### config.mk
export PLATFORM = sky130hd
export DESIGN_NAME = piso_serializer_flat
export DESIGN_NICKNAME = d
export VERILOG_FILES = /design/src/rtl/piso_serializer_if.sv /design/src/rtl/piso_serializer.sv /design/src/flat_wrapper.sv
export SDC_FILE = /design/constraint.sdc
export NUM_CORES = 1
export LEC_CHECK = 0
export CAP_MARGIN = 20
export CORE_MARGIN = 5
export CORE_UTILIZATION = 30
export DETAILED_ROUTE_END_ITERATION = 6
export GPL_TIMING_DRIVEN = 0
export SETUP_SLACK_MARGIN = 0.15
export SLEW_MARGIN = 40
export SYNTH_ARGS = -nofsm -noshare
export SYNTH_HDL_FRONTEND = slang
export SYNTH_SLANG_ARGS = --single-unit
export TNS_END_PERCENT = 5
### constraint.sdc
create_clock -name clk -period 2 [get_ports clk]
set_input_delay 0.4 -clock clk [delete_from_list [all_inputs] [get_ports clk]]
set_output_delay 0.4 -clock clk [all_outputs]
set_load 0.03 [all_outputs]
### src/rtl/piso_serializer_if.sv
// Handshake and data bundle between a parallel-word producer and the PISO serializer.
interface piso_serializer_if #(
  parameter int WIDTH = 4
);
  logic             load;
  logic [WIDTH-1:0] din;
  logic             shr;
  logic             shr_out;
  logic             ready;
  logic             busy;
  logic             done;

  modport master (
    output load, din, shr,
    input  shr_out, ready, busy, done
  );

  modport slave (
    input  load, din, shr,
    output shr_out, ready, busy, done
  );
endinterface

### src/rtl/piso_serializer.sv
// Parallel-in/serial-out shifter: captures a WIDTH-bit word and emits one bit per high shr edge.
module piso_serializer #(
  parameter int WIDTH     = 4,
  parameter bit MSB_FIRST = 1'b0
) (
  input  logic               clk,
  input  logic               rst,
  piso_serializer_if.slave   bus
);

  localparam int CW = $clog2(WIDTH + 1);

  typedef enum logic [1:0] {
    IDLE  = 2'd0,
    SHIFT = 2'd1,
    DONE  = 2'd2
  } state_t;

  state_t           state_q;
  state_t           state_d;
  logic [WIDTH-1:0] shreg;
  logic [CW-1:0]    cnt;
  logic             take_load;
  logic             take_bit;
  logic             out_bit;

  // Next-state and datapath strobes
  always_comb begin
    state_d   = state_q;
    take_load = 1'b0;
    take_bit  = 1'b0;
    case (state_q)
      IDLE: begin
        if (bus.load) begin
          take_load = 1'b1;
          state_d   = SHIFT;
        end
      end
      SHIFT: begin
        if (bus.shr) begin
          take_bit = 1'b1;
          if (cnt == CW'(1)) state_d = DONE;
        end
      end
      DONE:    state_d = IDLE;
      default: state_d = IDLE;
    endcase
  end

  always_ff @(posedge clk) begin
    if (rst) begin
      state_q <= IDLE;
      shreg   <= '0;
      cnt     <= '0;
    end else begin
      state_q <= state_d;
      if (take_load) begin
        shreg <= bus.din;
        cnt   <= CW'(WIDTH);
      end else if (take_bit) begin
        shreg <= MSB_FIRST ? {shreg[WIDTH-2:0], 1'b0} : {1'b0, shreg[WIDTH-1:1]};
        // Saturate at zero; the FSM leaves SHIFT before this can matter.
        if (cnt != '0) cnt <= cnt - CW'(1);
      end
    end
  end

  assign out_bit = MSB_FIRST ? shreg[WIDTH-1] : shreg[0];

  // Outputs decode straight from registered state, so they are glitch-free per cycle
  always_comb begin
    bus.ready   = (state_q == IDLE);
    bus.busy    = (state_q == SHIFT);
    bus.done    = (state_q == DONE);
    bus.shr_out = (state_q == SHIFT) ? out_bit : 1'b0;
  end

endmodule

### src/flat_wrapper.sv
// flat-port wrapper written by rule: the top's interface ports become plain ports
module piso_serializer_flat 
#(
  parameter int WIDTH     = 4,
  parameter bit MSB_FIRST = 1'b0
)
  (clk, rst, bus_load, bus_din, bus_shr, bus_shr_out, bus_ready, bus_busy, bus_done);
  piso_serializer_if #(.WIDTH(WIDTH)) bus_i ();
  input  logic clk;
  input  logic rst;
  input wire logic [$bits(bus_i.load)-1:0] bus_load;
  input wire logic [$bits(bus_i.din)-1:0] bus_din;
  input wire logic [$bits(bus_i.shr)-1:0] bus_shr;
  output wire logic [$bits(bus_i.shr_out)-1:0] bus_shr_out;
  output wire logic [$bits(bus_i.ready)-1:0] bus_ready;
  output wire logic [$bits(bus_i.busy)-1:0] bus_busy;
  output wire logic [$bits(bus_i.done)-1:0] bus_done;
  assign bus_i.load = bus_load;
  assign bus_i.din = bus_din;
  assign bus_i.shr = bus_shr;
  assign bus_shr_out = bus_i.shr_out;
  assign bus_ready = bus_i.ready;
  assign bus_busy = bus_i.busy;
  assign bus_done = bus_i.done;
  piso_serializer #(.WIDTH(WIDTH), .MSB_FIRST(MSB_FIRST)) u_core (.clk(clk), .rst(rst), .bus(bus_i));
endmodule
==> metrics.md <==
| Metric | Value |
|---|---|
| Met1 GRT Util | 11.6% |
| CP max stage cell | dfxtp_1 |
| Slew @ Worst Pin | 411 ps |
| Period minus WS final | 1750 ps |
| Setup Skew | 0.471 ps |
| Mean area per synthesized cell | 8.99 um^2 |
| Die span in y | 52.1 um |
| NumNets Final | 85 |
| Post-synth top flop | dfxtp_1 |
| PwrDens | 647 mW/mm^2 |
| Peak supply drop | 0.000421 V |
| Share of the synthesized area in the top cell type | 34.0% |
| Status | complete, no violations |
| Worst path cell trace | inv_1 > nor2_1 > dlygate4sd2_1 |
| Cells after synthesis | 59 |
| Leading area contributor after synthesis | dfxtp_1 |
| GRT met3 Usage | 6.59% |
| Worst Path Arrival | 1350 ps |
| TNS Setup | 0 ps |
| Post-CTS setup repair buffer count | 0 |
| Smallest hold slack | 505 ps |
| CP endpoint kind | primary output |
| Max cap viols | 0 |
| Yosys warns | 0 |
| Simple-Gate Fraction of Synth Area | 22.4% |
| Final hold violation count | 0 |
| Iteration-0 DRC Markers | 10 |
| Clk Latency, worst-skew pair | 260 ps |
| Startpoint types | register |
| Synth area leaders | dfxtp_1, ha_1, a32o_2 |
| Final setup margin | 246 ps |
| Cts bufs inserted | 3 |
| Cts hold-fix bufs | 0 |
| Via density | 4.64 |
| Most frequent cell after synthesis | dfxtp_1 |
| Share of post-route cells with drive strength above 1 | 19.2% |
| CTS tree | built |
| Total wire length | 1100 um |
| Filler Cells Inserted | 185 |
| Fmax | 570 MHz |
| Post-synth EDFFs | 0 |
| Post-detail-place hpwl | 809 um |
| Post-synthesis adder-cell area fraction | 7.08% |
| Die area | 0.00271 mm^2 |
| Power, Total | 440 uW |
| Reg2Reg Setup Slack | 820 ps |
| Core ar. | 0.00171 mm^2 |
| Vias in the first global route | 447 |
| Setup Slack @ Placement | 206 ps |
| Min-delay src | rst |
| Routed vias | 455 |
| Top-level port count | 12 |
| Combinational family with the most area after synthesis | compound AO/OA/AOI/OAI gates |
| Post-synthesis xor/xnor area fraction | 0% |
| # setup viols final | 0 |
| Sequential cell area fraction in the yosys report | 34.0% |
| Post-synth top cells | dfxtp_1, nor2_1, inv_1 |
| Initial antenna violation count | 0 |
| Clock root buffer | clkbuf_4 |
| Worst-path maximum fanout | 8 |
| Diodes inserted | 0 |
| Gr busiest metal | met2 |
| Pleak | 0.281 nW |
| Worst hold endpoint | u_core.state_q[0]$_SDFFE_PP0P_ |
| IO Port Bufs | 10 |
| Hold WC Path Type | in2reg |
| RR Startpoint | u_core.state_q[0]$_SDFFE_PP0P_ |
| Reg2Reg Capture Point | u_core.shreg[3]$_SDFFE_PP0P_ |
| FF-to-FF path depth | 4 |
| Clk buf depth | 2 |
| DRC | 0 |
| Starting Density | 31.1% |
| RSZ-0062 raised after global routing | true |
| H-Tree Depth | 1 |
| Met2 Track Usage GR | 14.2% |
| FF+latch count, synth | 9 |
| Critical setup path kind | reg2out |
| Reg clk slew, reported paths | 60 ps |
| Hold path depth | 2 |
| Global-route wire length before repair | 1880 um |
| Rel. slew slack | 72.6% |
| # clock sinks | 9 |
| Post-Syn Area | 531 um^2 |
| Final period util | 87.7% |
| Grt ovf | 0 |
| Synth Area in Compound Gates | 23.6% |
| Final ANT Viol Nets | 0 |
| Slew Limit Fails | 0 |
| Mux contribution to synthesized area | 2.83% |
| Crit-path max cell delay | 410 ps |
| Pre-antenna DRT Iters | 4 |
| Pin count of the biggest net entering global routing | 11 |
| Row cnt | 15 |
| Total nets after synthesis | 70 |
| Area growth from synthesis to layout | 28.1% |
| WP data required | 1600 ps |
| Netlist cell types | 26 |
| Final GP Congestion | 0.680 |
| Routed WL per cell | 11.2 um |
| Die width | 52.1 um |
| Asr flop ratio synth | 0% |
| Overall routing resource usage | 9.62% |
==> power by group <==
part	switching (mW)	total, mW	internal (mW)	leakage (nW)
Combinational	0.0503	0.100	0.0497	0.192
Clock	0.0649	0.142	0.0770	0.0150
Sequential	0.00647	0.198	0.191	0.0740
==> metrics by stage <==
step / utilization (%) / cell area (um^2) / instances
2_1_floorplan: - / 531 / 59
3_3_place_gp: 38.8 / 662 / 94
3_5_place_dp: 38.8 / 662 / 94
4_1_cts: 40.0 / 683 / 98
5_1_grt: 39.8 / 679 / 98
6_report: 39.8 / 679 / 98
==> worst max-delay path, delay by kind of cell (launching register included) <==
kind | cells | cell delay [ps]
buffers and inverters | 2 | 570
flip-flops | 1 | 410
AND/OR/NAND/NOR | 1 | 120
==> placed cells by master, fill, tap and decap left out, drive strengths merged <==
master,netlist,routed
mux2,1,1
a31oi,1,1
and2,1,1
a211oi,4,4
a21bo,1,1
inv,6,6
clkbuf,0,5
o21a,1,1
nor2b,1,1
nor3b,2,2
clkdlybuf4s50,0,6
nand2b,1,1
and3,1,1
dfxtp,9,9
ha,3,3
a31o,1,1
nor2,8,8
nand3b,1,1
buf,4,4
a32o,3,3
a21oi,5,5
and4,2,2
nand2,1,1
nand4,2,2
dlygate4sd2,0,3
==> kinds of logic after synthesis <==
logic type	count (synthesis)
AND/OR/NAND/NOR	20
flip-flops	9
multiplexers	1
buffers and inverters	10
AO/OA/AOI/OAI	16
adder cells (fa/ha/maj)	3
==> registers in the layout, summed over array words and instances (netlist names) <==
signal and flops:
u_core.state_q 2, u_core.cnt 3, u_core.shreg 4
==> what timing repair did <==
action / CTS / global route
setup endpoints to repair: 4 / 2
gates resized for setup: 4 / 2
hold endpoints to repair: 0 / 0
==> layer usage <==
metal / routed length, um / vias up / part of all wire [%]
met2: 438 / 12 / 40
met3: 84 / 2 / 7.6
met1: 570 / 204 / 52
li1: - / 237 / -
met5: 0 / - / 0
met4: 9 / 0 / 0.82
==> how the worst max path moves through the flow <==
stage                   to  slack, ps  depth (start not counted)                      startpoint
2_1_floorplan     bus_done        670                          2  u_core.state_q[1]$_SDFFE_PP0P_
3_3_place_gp   bus_shr_out        200                          4  u_core.state_q[0]$_SDFFE_PP0P_
3_5_place_dp   bus_shr_out        210                          4  u_core.state_q[0]$_SDFFE_PP0P_
4_1_cts        bus_shr_out        180                          4  u_core.state_q[0]$_SDFFE_PP0P_
5_1_grt           bus_done        120                          3  u_core.state_q[1]$_SDFFE_PP0P_
6_report          bus_done        250                          3  u_core.state_q[1]$_SDFFE_PP0P_
==> final cells by class <==
| class | instances | area, um^2 | area share (%) |
|---|---|---|---|
| timing repair buffer | 10 | 91.3 | 13.4 |
| clock buffer | 4 | 26.3 | 3.87 |
| tap | 25 | 31.3 | 4.60 |
| inverter | 6 | 22.5 | 3.31 |
| sequential | 9 | 180 | 26.5 |
| buffer | 4 | 31.3 | 4.60 |
| multi-input combinational | 40 | 297 | 43.6 |
No activity file was read; power rests on OpenSTA's default activity.
